## src/rtl/irq_pkg.sv

```systemverilog
// rtl/irq_pkg.sv - shared types and helpers for the external interrupt controller
package irq_pkg;

    typedef enum logic [1:0] {
        IDLE = 2'd0,
        REQ  = 2'd1,
        SVC  = 2'd2
    } irq_state_e;

    localparam int MAX_SRC = 16;

    // Index width for n sources, never narrower than one bit
    function automatic int calc_id_w(input int n);
        return (n <= 2) ? 1 : $clog2(n);
    endfunction

endpackage

```

## src/rtl/irq_prio_enc.sv

```systemverilog
// rtl/irq_prio_enc.sv - combinational lowest-index-first priority encoder
module irq_prio_enc
    import irq_pkg::*;
#(
    parameter int N    = 4,
    parameter int ID_W = calc_id_w(N)
) (
    input  logic [N-1:0]    req,
    output logic            valid,
    output logic [ID_W-1:0] idx
);

    // Scan from the top so the lowest set index is written last
    always_comb begin
        valid = 1'b0;
        idx   = '0;
        for (int i = N - 1; i >= 0; i--) begin
            if (req[i]) begin
                valid = 1'b1;
                idx   = ID_W'(i);
            end
        end
    end

endmodule

```

## src/rtl/ext_irq_ctrl.sv

```systemverilog
// rtl/ext_irq_ctrl.sv - external interrupt controller driving the ExtIRQ/ExtIAck/ERet handshake
// Optional IRQ_EDGE_EN selects rising-edge capture; default is level capture.
module ext_irq_ctrl
    import irq_pkg::*;
#(
    parameter int               N_SRC    = 4,
    parameter logic [N_SRC-1:0] MASK_RST = '0,
    localparam int              ID_W     = calc_id_w(N_SRC)
) (
    input  logic             clk,
    input  logic             reset,
    input  logic [N_SRC-1:0] irq_src,
    input  logic             mask_we,
    input  logic [N_SRC-1:0] mask_wdata,
    output logic             ExtIRQ,
    input  logic             ExtIAck,
    input  logic             ERet,
    output logic [ID_W-1:0]  irq_id,
    output logic             in_service,
    output logic [N_SRC-1:0] pending,
    output logic [N_SRC-1:0] mask
);

    irq_state_e       state_q, state_d;
    logic [ID_W-1:0]  irq_id_q, irq_id_d;
    logic [N_SRC-1:0] pending_q, pending_d;
    logic [N_SRC-1:0] mask_q, mask_d;
    logic [N_SRC-1:0] pend_set;
    logic [N_SRC-1:0] pend_clr;
    logic             win_valid;
    logic [ID_W-1:0]  win_idx;

`ifdef IRQ_EDGE_EN
    logic [N_SRC-1:0] src_prev_q;

    always_ff @(posedge clk or negedge reset) begin
        if (!reset) begin
            src_prev_q <= '0;
        end else begin
            src_prev_q <= irq_src;
        end
    end

    assign pend_set = irq_src & ~src_prev_q;
`else
    assign pend_set = irq_src;
`endif

    irq_prio_enc #(
        .N    (N_SRC),
        .ID_W (ID_W)
    ) u_prio_enc (
        .req   (pending_q & ~mask_q),
        .valid (win_valid),
        .idx   (win_idx)
    );

    always_comb begin
        state_d  = state_q;
        irq_id_d = irq_id_q;
        pend_clr = '0;
        case (state_q)
            IDLE: begin
                if (win_valid) begin
                    state_d  = REQ;
                    irq_id_d = win_idx;
                end
            end
            REQ: begin
                if (ExtIAck) begin
                    state_d  = SVC;
                    pend_clr = N_SRC'(1) << irq_id_q;
                end
            end
            SVC: begin
                if (ERet) begin
                    state_d = IDLE;
                end
            end
            default: state_d = IDLE;
        endcase
        // A new capture in the acknowledge cycle must not be lost
        pending_d = (pending_q & ~pend_clr) | pend_set;
        mask_d    = mask_we ? mask_wdata : mask_q;
    end

    always_ff @(posedge clk or negedge reset) begin
        if (!reset) begin
            state_q   <= IDLE;
            irq_id_q  <= '0;
            pending_q <= '0;
            mask_q    <= MASK_RST;
        end else begin
            state_q   <= state_d;
            irq_id_q  <= irq_id_d;
            pending_q <= pending_d;
            mask_q    <= mask_d;
        end
    end

    assign ExtIRQ     = (state_q == REQ);
    assign in_service = (state_q == SVC);
    assign irq_id     = irq_id_q;
    assign pending    = pending_q;
    assign mask       = mask_q;

endmodule

```

## config.mk

```make
export PLATFORM = sky130hd
export DESIGN_NAME = ext_irq_ctrl
export DESIGN_NICKNAME = d
export VERILOG_FILES = /design/src/rtl/irq_pkg.sv /design/src/rtl/irq_prio_enc.sv /design/src/rtl/ext_irq_ctrl.sv
export SDC_FILE = /design/constraint.sdc
export NUM_CORES = 1
export LEC_CHECK = 0
export ABC_AREA = 1
export CAP_MARGIN = 20
export CORE_MARGIN = 8
export CORE_UTILIZATION = 35
export DETAILED_ROUTE_END_ITERATION = 16
export PLACE_DENSITY = 0.74
export SYNTH_ARGS = -nofsm -noshare
export SYNTH_HDL_FRONTEND = slang
export SYNTH_SLANG_ARGS = --single-unit
```

## constraint.sdc

```tcl
create_clock -name clk -period 1.2 [get_ports clk]
set_clock_uncertainty 0.1 [all_clocks]
set_input_delay 0.24 -clock clk [delete_from_list [all_inputs] [get_ports clk]]
set_output_delay 0.24 -clock clk [all_outputs]
set_load 0.01 [all_outputs]
```

==> results.sh, run 1 <==
export IMPL_antenna_cells_inserted=0
export IMPL_num_rows=14
export IMPL_layout_nets=117
export IMPL_busiest_layer="met2"
export IMPL_synthToLayoutAreaGrowth_pct=63.7
export IMPL_place_ws_ns=-0.240
export IMPL_status="complete, but fails checks"
export IMPL_max_stage_delay_ns=0.39
export IMPL_max_vdd_ir_drop_v=0.00111
export IMPL_num_vias=564
export IMPL_cp_slowest_cell="dfrtp_1"
export IMPL_first_iter_violations=11
export IMPL_grt_usage_pct=9.61
export IMPL_power_frac_clock_pct=13.9
export IMPL_hold_buffers=0
export IMPL_post_dp_hpwl_mm=1.22
export IMPL_r2r_cells=5
export IMPL_cp_required_ns=0.86
export IMPL_cts_sinks=12
export IMPL_cts_tree="done"
export IMPL_drc=0
export IMPL_clockRootBuffer="clkbuf_4"
export IMPL_yosys_warnings=0
export IMPL_die_area_mm2=0.00306
export IMPL_avgRoutedWirePerCell_um=13.1
export IMPL_rsz0062_at_grt="yes"
export IMPL_switching_share_pct=38.0
export IMPL_synth_fp_nets=75
export IMPL_grt_remaining_overflow=0
export IMPL_grt_pass1_wl_mm=2.45
export IMPL_wirelength_mm=1.54
export IMPL_grt_pass1_vias=553
export IMPL_fmax_ghz=0.782
export IMPL_synthDominantCellAreaShare_pct=55.4
export IMPL_power_net_switching_mw=0.638
export IMPL_clk_pin_slew_ns=0.07
export IMPL_cp_start_kind="flop"
export IMPL_firstDrtPassIters=4
export IMPL_grt_use_met3_pct=3.42
export IMPL_place_congestion=0.834
export IMPL_met2_usage_pct=15.7
export IMPL_violations="setup timing"
export IMPL_slew_headroom_pct=86.0
export IMPL_htreeDepth=1
export IMPL_cp_num_buf_inv=2
export IMPL_min_period_over_period_pct=107
export IMPL_setup_viol=3
export IMPL_fin_cells=118
export IMPL_post_place_cells=114
export IMPL_ys_types=17
export IMPL_cap_violations=0
export IMPL_grt_antenna_before_repair=0
export IMPL_final_common_cell="nand2_1"
export IMPL_hp_class="in2async"
export IMPL_ys_seq_area_share_pct=55.4
export IMPL_holdWs_ns=0.170
export IMPL_portBuffers=24
export IMPL_period_needed_ns=1.28
export IMPL_start_util_pct=36.8
export IMPL_pwr_share_comb_pct=51.4
export IMPL_grt_max_degree=13
export IMPL_drive_gt1_share_pct=39.2
export IMPL_syn_inst=62
export IMPL_core_mm2=0.00147
export IMPL_cp_cell_sequence="inv_2 > nor2_4 > buf_6"
export IMPL_ant_nets=0
export IMPL_die_w_um=55.3
export IMPL_boundaryPins=25
export IMPL_power_internal_mw=1.04
export IMPL_leakagePower_nw=0.451
export IMPL_cp_depth=3
export IMPL_cellPowerDensity_mw_per_mm2=1900
export IMPL_met1_usage_pct=10.8
export IMPL_critPathKind="reg2out"
export IMPL_syn_avg_cell_area_um2=8.74
export IMPL_fp_dieH_um=55.3
export IMPL_cp_arrival_ns=0.94
export IMPL_post_drt_via_cell_ratio=4.78
export IMPL_cts_buffer_depth=2
export IMPL_pwr_share_seq_pct=34.7
export IMPL_cp_max_fo=3
export IMPL_critPathTopFamily="flip-flops"
export IMPL_ys_seq_elements=12
export IMPL_cp_end_kind="primary output"
export IMPL_synth_area_leaders="dfrtp_1 (55%), nand2_1 (12%), inv_1 (7.6%), o21ai_0 (3.7%), a21o_1 (2.8%)"
export IMPL_final_cell_mix="nand2_1 (15), buf_4 (13), clkdlybuf4s50_1 (12)"
export IMPL_cts_buffers=3
export IMPL_slew_violations=0
export IMPL_syn_cell_area_um2=542
export IMPL_hold_violations=0
export IMPL_clock_latency_ns=0.26
export IMPL_setup_ws_ns=-0.0794
export IMPL_yosysTopAreaCell="dfrtp_1"
export IMPL_tightest_slew_ns=0.209
## power groups by stage
stage               clock [mW]  combinational [mW]  sequential (mW)
global route             0.268               0.954            0.593
floorplan                    0               0.319            0.626
CTS                      0.249               0.824            0.572
global placement             0               0.832            0.574
detailed placement           0               0.861            0.582
finish                   0.234               0.865            0.583
## cell families after synthesis
group | synth area share, %
buf+inv | 8.31
mux | 2.08
compound gates | 12.5
simple gates | 21.7
flops | 55.4
## final cells by class
cell class / count / area (um^2)
Inverter: 12 / 45.0
Tap cell: 16 / 20.0
Multi-Input combinational cell: 38 / 214
Timing Repair Buffer: 37 / 284
Clock buffer: 3 / 22.5
Fill cell: 133 / 584
Sequential cell: 12 / 302
## flip-flops by register name (all words and copies together), names as in the netlist
register  cells
pending       4
irq_id        2
mask          4
state_q       2
## metal layers
| metal | vias to the layer above | share of wire, % |
|---|---|---|
| li1 | 279 | - |
| met1 | 256 | 44 |
| met2 | 25 | 48 |
| met3 | 4 | 6.6 |
| met4 | 0 | 1.2 |
| met5 | - | 0 |
## worst paths after layout
kind                                  from          to  slack (ns)
worst max-delay path            state_q[0]      ExtIRQ       -0.08
worst min-delay path                 reset     mask[2]        0.17
worst max register to register  state_q[0]   irq_id[0]           0
worst min register to register     mask[1]     mask[1]        0.45
max in group asynchronous            reset  state_q[1]        0.66
min in group clk                irq_src[2]  pending[2]        0.41
## cell usage after synthesis (all sizes together)
master   n
nand4    2
dfrtp   12
o21ai    5
o31ai    1
nand2   17
inv     12
nor2     5
nand3    2
a21oi    1
o21bai   1
mux2     1
a21o     2
o211ai   1
## timing repair
| item | 4_1_cts | 5_1_grt |
|---|---|---|
| resized for setup | 49 | 9 |
| pin swaps | 0 | 2 |
| setup endpoints to repair | 13 | 9 |
| setup buffers | 1 | 0 |
## stage by stage
stage / power (mW) / setup TNS [ns] / cell area (um^2) / utilization, %
6_report: 1.68 / -0.162 / 887 / 60.3
2_1_floorplan: 0.945 / 0 / 542 / -
4_1_cts: 1.64 / -0.216 / 868 / 59.0
3_3_place_gp: 1.41 / -0.893 / 892 / 60.6
5_1_grt: 1.82 / -0.374 / 887 / 60.3
3_5_place_dp: 1.44 / -1.09 / 892 / 60.6
No activity file was read; power rests on OpenSTA's default activity.
==> run 2, diff against run 1 <==
--- a/config.mk
+++ b/config.mk
@@ -11,6 +11,7 @@
 export CORE_UTILIZATION = 35
 export DETAILED_ROUTE_END_ITERATION = 16
 export PLACE_DENSITY = 0.74
+export SLEW_MARGIN = 20
 export SYNTH_ARGS = -nofsm -noshare
 export SYNTH_HDL_FRONTEND = slang
 export SYNTH_SLANG_ARGS = --single-unit
==> results of run 2 <==
Same layout as run 1: the final DEF is identical, and so are final timing and power.
==> run 3, diff against run 2 <==
--- a/config.mk
+++ b/config.mk
@@ -10,6 +10,7 @@
 export CORE_MARGIN = 8
 export CORE_UTILIZATION = 35
 export DETAILED_ROUTE_END_ITERATION = 16
+export HOLD_SLACK_MARGIN = 0.1
 export PLACE_DENSITY = 0.74
 export SLEW_MARGIN = 20
 export SYNTH_ARGS = -nofsm -noshare
==> results of run 3 <==
Same layout as run 1: the final DEF is identical, and so are final timing and power.
